[src/rtl/display.sv]
// Single-digit seven-segment hex display driver.
//
// The four switch inputs {w,x,y,z} form a hex nibble that is treated as
// asynchronous: it passes through a two-flop synchronizer, is decoded, and
// is registered onto the segment outputs. Input-to-output latency is three
// rising edges. A valid bit travels alongside the data so that the display
// stays blank after reset until the first real decoded pattern arrives.
//
// Ports
//   clk            : clock, rising edge
//   rst            : synchronous reset, active high
//   w, x, y, z     : hex digit bits 3..0 (asynchronous switches)
//   a..g           : segment cathodes, active low (0 = lit)
//   an0..an3       : digit anodes, active low; only digit 0 is ever enabled
// All outputs come straight from flip-flops.
module display (
  input  logic clk,
  input  logic rst,
  input  logic w,
  input  logic x,
  input  logic y,
  input  logic z,
  output logic a,
  output logic b,
  output logic c,
  output logic d,
  output logic e,
  output logic f,
  output logic g,
  output logic an0,
  output logic an1,
  output logic an2,
  output logic an3
);

  // Valid stages line up with the two synchronizer flops.
  localparam int STAGES = 1;

  logic [3:0]      sync1, sync2;
  logic [STAGES:0] vld_pipe;
  logic [6:0]      seg_dec;   // {a,b,c,d,e,f,g}, active low
  logic [6:0]      seg_q;
  logic [3:0]      an_q;      // {an0,an1,an2,an3}

  // Hex decode; every code is legal, the blank default is never selected.
  always_comb begin
    seg_dec = 7'h7f;
    case (sync2)
      4'h0: seg_dec = 7'b0000001;
      4'h1: seg_dec = 7'b1001111;
      4'h2: seg_dec = 7'b0010010;
      4'h3: seg_dec = 7'b0000110;
      4'h4: seg_dec = 7'b1001100;
      4'h5: seg_dec = 7'b0100100;
      4'h6: seg_dec = 7'b0100000;
      4'h7: seg_dec = 7'b0001111;
      4'h8: seg_dec = 7'b0000000;
      4'h9: seg_dec = 7'b0000100;
      4'ha: seg_dec = 7'b0001000;
      4'hb: seg_dec = 7'b1100000;
      4'hc: seg_dec = 7'b0110001;
      4'hd: seg_dec = 7'b1000010;
      4'he: seg_dec = 7'b0110000;
      4'hf: seg_dec = 7'b0111000;
      default: seg_dec = 7'h7f;
    endcase
  end

  always_ff @(posedge clk) begin
    if (rst) begin
      sync1    <= '0;
      sync2    <= '0;
      vld_pipe <= '0;
      seg_q    <= '1;
      an_q     <= '1;
    end else begin
      sync1    <= {w, x, y, z};
      sync2    <= sync1;
      vld_pipe <= {vld_pipe[STAGES-1:0], 1'b1};
      // sync2 holds the reset value until it has seen a real sample, so the
      // valid bit gates it to keep the display blank in the meantime.
      seg_q    <= vld_pipe[STAGES] ? seg_dec : 7'h7f;
      an_q     <= {~vld_pipe[STAGES], 3'b111};
    end
  end

  assign {a, b, c, d, e, f, g}  = seg_q;
  assign {an0, an1, an2, an3}   = an_q;

endmodule

[config.mk]
export PLATFORM = sky130hd
export DESIGN_NAME = display
export DESIGN_NICKNAME = d
export VERILOG_FILES = /design/src/rtl/display.sv
export SDC_FILE = /design/constraint.sdc
export NUM_CORES = 1
export LEC_CHECK = 0
export ABC_AREA = 1
export CORE_MARGIN = 4
export CORE_UTILIZATION = 45
export DETAILED_ROUTE_END_ITERATION = 12
export PLACE_DENSITY = 0.77
export SYNTH_ARGS = -nofsm -noshare
export SYNTH_HDL_FRONTEND = slang
export SYNTH_SLANG_ARGS = --single-unit
[constraint.sdc]
create_clock -name clk -period 1.4 [get_ports clk]
set_clock_uncertainty 0.05 [all_clocks]
set_input_delay 0.14 -clock clk [delete_from_list [all_inputs] [get_ports clk]]
set_output_delay 0.14 -clock clk [all_outputs]
set_load 0.005 [all_outputs]
==> results of run 1 <==
==> worst min-delay path: cells and delay by family <==
kind | cells | cell delay [ns]
and+or+nand+nor | 1 | 0.03
buffers and inverters | 2 | 0.45
==> flip-flops by register name (all words and copies together) (netlist names) <==
name / flops
an_q: 1
sync2: 4
sync1: 4
seg_q: 7
vld_pipe: 2
==> routing by layer <==
layer	global-route usage, %	part of all wire [%]	wire [microns]
met3	2.45	7.2	78
met2	15.2	47	511
met1	8.79	41	445
met4	8.06	4.7	51
met5	0	0	0
==> cells in the mapped netlist (all sizes together) <==
cell	number	area, sq um
inv	19	71.3
dfxtp	18	360
nand3	18	90.1
nand2	14	52.6
nor2	10	40.0
ha	7	87.6
buf	6	43.8
o21ai	2	13.8
conb	1	3.75
==> through the flow <==
step | worst slack (ns) | area, sq um | util (%) | cells
after floorplan | 0.283 | 771 | - | 97
after global placement | 0.188 | 892 | 57.2 | 122
after detailed placement | 0.180 | 892 | 57.2 | 122
after CTS | 0.0997 | 928 | 59.6 | 126
after global routing | 0.0566 | 928 | 59.6 | 126
final | 0.117 | 928 | 59.6 | 126
==> logic make-up (layout without fill, tap and decap cells) <==
kind of cell	count (synthesis)	after routing	synth area share [%]
other	1	3	0.491
and+or+nand+nor	42	42	23.9
AOI/OAI and AO/OA	2	2	1.80
buffers and inverters	25	38	15.1
adders and majority gates	7	7	11.5
DFF	18	18	47.2
==> worst paths after layout <==
check | depth (start not counted) | slack (ns) | end
hold / removal | 3 | 0.31 | sync1[1]$_SDFF_PP0_
hold reg to reg | 2 | 0.36 | vld_pipe[1]$_SDFF_PP0_
setup reg to reg | 5 | 0.17 | seg_q[3]$_SDFF_PP1_
setup / recovery | 1 | 0.12 | b
==> layout make-up <==
| type | count | area (sq um) | share of cell area, % |
|---|---|---|---|
| Tap cell | 16 | 20.0 | 2.16 |
| Clock buffer | 4 | 36.3 | 3.91 |
| Inverter | 19 | 71.3 | 7.68 |
| Multi-Input combinational cell | 54 | 295 | 31.8 |
| Timing Repair Buffer | 15 | 145 | 15.6 |
| Sequential cell | 18 | 360 | 38.8 |
==> layout by cell type (no fill, tap or decap) <==
cell type / count
clkbuf_4: 3
dfxtp_1: 18
nand2_1: 14
buf_4: 2
nor2_2: 1
inv_1: 18
clkdlybuf4s50_1: 13
nor2_1: 9
clkbuf_8: 1
conb_1: 3
ha_1: 7
nand3_1: 18
o21ai_1: 1
inv_2: 1
o21ai_2: 1
==> power by group through the flow <==
stage,clock network (uW),logic (uW),registers [uW]
after floorplan,0,62.6,555
after global placement,0,93.0,557
after detailed placement,0,96.0,558
after CTS,319,96.3,546
after global routing,340,108,549
final,309,95.8,546
==> flow_metrics.env, run 1 <==
export IMPL_status="complete, no violations"
export IMPL_postCtsSetupBuffers=0
export IMPL_ys_ff_latch=18
export IMPL_clkSinkCount=18
export IMPL_rsz0062_at_grt="false"
export IMPL_diodes=0
export IMPL_p_leak_uw=0.000435
export IMPL_clock_path_buffers=2
export IMPL_ctsHtreeMaxLevel=1
export IMPL_reg2reg_from="sync2[0]$_SDFF_PP0_"
export IMPL_critPathMaxStageDelay_ns=0.49
export IMPL_hold_buffers=0
export IMPL_syn_area_per_cell_sq_um=8.03
export IMPL_wire_per_inst_microns=8.62
export IMPL_holdWs_ns=0.310
export IMPL_cts_tree="yes"
export IMPL_ys_warn_count=0
export IMPL_grt_max_degree=11
export IMPL_crit_chain="clkdlybuf4s50_1"
export IMPL_vias_per_cell=4.60
export IMPL_swShare_pct=21.9
export IMPL_finalCritPeriodShare_pct=91.7
export IMPL_critPathSlowestCell="clkdlybuf4s50_1"
export IMPL_path_class="register to output port"
export IMPL_grt_pass1_vias=423
export IMPL_setup_viol=0
export IMPL_clock_power_share_pct=32.5
export IMPL_combPwrFrac_pct=10.1
export IMPL_hold_violations=0
export IMPL_synth_cell_type_count=14
export IMPL_antenna_found_initial=0
export IMPL_fin_crit_ns=1.28
export IMPL_power_switching_uw=208
export IMPL_fp_dieH_microns=49.2
export IMPL_min_from="y"
export IMPL_nets=124
export IMPL_ir_drop_v=0.000726
export IMPL_yosysSeqAreaShare_pct=47.2
export IMPL_hp_class="input port to register"
export IMPL_cp_arrival_ns=1.09
export IMPL_io_buffers=13
export IMPL_grt_first_pass_wirelength_mm=1.69
export IMPL_place_congestion=0.829
export IMPL_track_usage_pct=8.96
export IMPL_p_int_uw=743
export IMPL_overflow=0
export IMPL_end_kind="output port"
export IMPL_total_power_uw=951
export IMPL_cts_clk_slew_worst_paths_ns=0.10
export IMPL_vias=580
export IMPL_pwr_share_seq_pct=57.4
export IMPL_drtAntennaViolNets=0
export IMPL_final_setup_tns_ns=0
export IMPL_clockRootBuffer="clkbuf_4"
export IMPL_syn_inst=95
export IMPL_drive_gt1_share_pct=8.18
export IMPL_max_cap_viol_count=0
export IMPL_max_clock_freq_mhz=779
export IMPL_wirelength_mm=1.09
export IMPL_cts_buffers=3
export IMPL_rows=14
export IMPL_core_area_sq_um=1560
export IMPL_area_growth_pct=21.6
export IMPL_dr_pass1_iters=4
export IMPL_clk_insertion_delay_late_ns=0.29
export IMPL_crit_fanout=1
export IMPL_drc=0
export IMPL_io_pins=17
export IMPL_ctsResizeCount=0
export IMPL_initial_core_util_pct=49.0
export IMPL_worstSetupStartpointType="register"
export IMPL_hpwl_microns=863
export IMPL_p_per_area_nw_per_um2=1020
export IMPL_cpLargestDelayFamily="buffers and inverters"
export IMPL_worst_path_buf_inv=1
export IMPL_drt_iter0_drc=13
export IMPL_crit_required_ns=1.21
export IMPL_dieWidth_microns=49.2
export IMPL_startpoint="seg_q[5]$_SDFF_PP1_"
export IMPL_syn_area_sq_um=763
export IMPL_maxSlewViolCount=0
export IMPL_dieArea_sq_um=2420
export IMPL_fillers=128
(Power assumes the default switching activity.)
==> run 2: changes to the inputs <==
--- a/config.mk
+++ b/config.mk
@@ -6,8 +6,9 @@
 export NUM_CORES = 1
 export LEC_CHECK = 0
 export ABC_AREA = 1
+export CAP_MARGIN = 0
 export CORE_MARGIN = 4
-export CORE_UTILIZATION = 45
+export CORE_UTILIZATION = 43
 export DETAILED_ROUTE_END_ITERATION = 12
 export PLACE_DENSITY = 0.77
 export SYNTH_ARGS = -nofsm -noshare
==> constraint.sdc (replaced) <==
create_clock -name clk -period 1.1 [get_ports clk]
set_clock_uncertainty 0.05 [all_clocks]
set_input_delay 0.11 -clock clk [delete_from_list [all_inputs] [get_ports clk]]
set_output_delay 0.11 -clock clk [all_outputs]
set_load 0.005 [all_outputs]
==> flow_metrics.env, run 2 (synthesized netlist as in run 1, its figures left out) <==
export IMPL_clock_path_buffers=2
export IMPL_ir_drop_v=0.000868
export IMPL_fillers=146
export IMPL_rows=14
export IMPL_largest_register_ffs=7
export IMPL_overflow=0
export IMPL_p_leak_uw=0.000447
export IMPL_crit_chain="buf_4, ha_2, inv_2, nand2_1, nand3_1, nand3_1"
export IMPL_max_cap_viol_count=0
export IMPL_maxSlewViolCount=0
export IMPL_final_setup_tns_ns=-0.00178
export IMPL_grt_max_degree=11
export IMPL_fin_area_sq_um=976
export IMPL_clkSinkCount=18
export IMPL_total_power_uw=1240
export IMPL_clock_power_share_pct=33.3
export IMPL_diodes=0
export IMPL_final_common_cell="nand3_1"
export IMPL_holdWs_ns=0.274
export IMPL_finalCritPeriodShare_pct=100
export IMPL_ctsHtreeMaxLevel=1
export IMPL_swShare_pct=23.3
export IMPL_power_switching_uw=288
export IMPL_cts_tree="yes"
export IMPL_crit_required_ns=1.24
export IMPL_path_class="register to register"
export IMPL_max_clock_freq_mhz=908
export IMPL_pwr_share_seq_pct=56.2
export IMPL_reg2reg_from="sync2[0]$_SDFF_PP0_"
export IMPL_end_kind="register"
export IMPL_regArea_sq_um=363
export IMPL_hpwl_microns=992
export IMPL_hp_class="input port to register"
export IMPL_io_pins=17
export IMPL_fin_crit_ns=1.10
export IMPL_largest_register="seg_q"
export IMPL_placement_cell_area_sq_um=932
export IMPL_crit_end="seg_q[3]$_SDFF_PP1_"
export IMPL_track_usage_pct=11.7
export IMPL_violations="negative setup slack"
export IMPL_rrSetupSlack_ns=-0.002
export IMPL_final_cell_mix="18 x nand3_1, 16 x dfxtp_1, 15 x inv_1"
export IMPL_area_growth_pct=27.9
export IMPL_combPwrFrac_pct=10.6
export IMPL_core_area_sq_um=1590
export IMPL_clockRootBuffer="clkbuf_4"
export IMPL_grt_pass1_vias=552
export IMPL_dieArea_sq_um=2510
export IMPL_setup_viol=1
export IMPL_hold_violations=0
export IMPL_wirelength_mm=1.35
export IMPL_drc=0
export IMPL_cts_buffers=3
export IMPL_clk_insertion_delay_late_ns=0.30
export IMPL_reg2reg_depth=6
export IMPL_nets=129
export IMPL_crit_fanout=3
export IMPL_antenna_found_initial=0
export IMPL_dieWidth_microns=50.1
export IMPL_setup_ws_ns=-0.00178
export IMPL_worst_path_buf_inv=2
export IMPL_io_buffers=13
export IMPL_worstSetupStartpointType="register"
export IMPL_status="finished, violations left"
export IMPL_p_int_uw=949
export IMPL_drtAntennaViolNets=0
export IMPL_cp_num_cells=6
export IMPL_worst_path_most_repeated_cell="nand3_1"
export IMPL_largestRegisters="seg_q: 7 flops, sync1: 4 flops, sync2: 4 flops"
export IMPL_critPathMaxStageDelay_ns=0.34
export IMPL_cpLargestDelayFamily="flip-flops"
export IMPL_vias=599
export IMPL_drive_gt1_share_pct=19.1
export IMPL_critPathSlowestCell="dfxtp_2"
export IMPL_fp_dieH_microns=50.1
export IMPL_reg2reg_to="seg_q[3]$_SDFF_PP1_"
export IMPL_multi_input_area_sq_um=303
export IMPL_cp_arrival_ns=1.25
export IMPL_rsz0062_at_grt="true"
export IMPL_wire_per_inst_microns=9.73
export IMPL_drt_iter0_drc=7
export IMPL_cts_clk_slew_worst_paths_ns=0.10
export IMPL_final_util_pct=61.2
export IMPL_initial_core_util_pct=47.9
export IMPL_place_congestion=0.884
export IMPL_dr_pass1_iters=4
export IMPL_grt_first_pass_wirelength_mm=2.25
export IMPL_p_per_area_nw_per_um2=1270
export IMPL_vias_per_cell=4.31
export IMPL_startpoint="sync2[0]$_SDFF_PP0_"
-- run 2: cell count changes in the layout (fill, tap and decap cells not counted) --
cell and delta:
inv_1 -3, buf_4 +5, nand2_2 +1, dfxtp_2 +2, clkdlybuf4s50_1 -8, ha_2 +2, inv_2 +3, dlygate4sd2_1 +8
ha_1 -2, nand2_1 -1, dfxtp_1 -2
-- run 2: per-stage QoR --
stage | instances | setup slack (ns)
floorplan | 97 | 0.00917
global route | 139 | -0.0433
CTS | 139 | 0.00119
global placement | 134 | -0.0340
finish | 139 | -0.00178
detailed placement | 134 | -0.0667
-- run 2: cell type report --
type	count	share of cell area, %
well taps	24	3.08
repair buffers	20	17.7
inverters	19	7.31
clock buffers	4	3.72
multi-input cells	54	31.0
flip-flops and latches	18	37.2
-- run 2: power by group through the flow --
stage / combinational, uW / sequential (uW) / clock [uW]
after floorplan: 79.9 / 707 / 0
after detailed placement: 134 / 709 / 0
final: 131 / 694 / 411
after global routing: 145 / 699 / 451
after global placement: 129 / 708 / 0
after CTS: 130 / 694 / 423
-- run 2: per-layer routing --
layer	global-route usage, %	wire [microns]
met2	20.2	691
met5	0	0
met4	3.23	16
met1	12.4	548
met3	6.21	95
-- run 2: repair_timing --
item	CTS	global route
setup endpoints to repair	11	7
hold buffers	0	0
gates cloned	0	0
buffers inserted	1	0
pin swaps	1	1
gates resized for setup	12	2
-- run 2: tightest hold or removal path, cell delays in order --
cell and delay, ns:
clkdlybuf4s50_1 0.40, inv_1 0.05, nor2_1 0.03
-- run 2: worst min-delay path by stage --
stage	from	end	cells past startpoint
finish	x	sync1[2]$_SDFF_PP0_	3
global route	z	sync1[0]$_SDFF_PP0_	3
CTS	x	sync1[2]$_SDFF_PP0_	3
detailed placement	sync1[2]$_SDFF_PP0_	sync2[2]$_SDFF_PP0_	2
global placement	sync1[0]$_SDFF_PP0_	sync2[0]$_SDFF_PP0_	2
floorplan	z	sync1[0]$_SDFF_PP0_	2
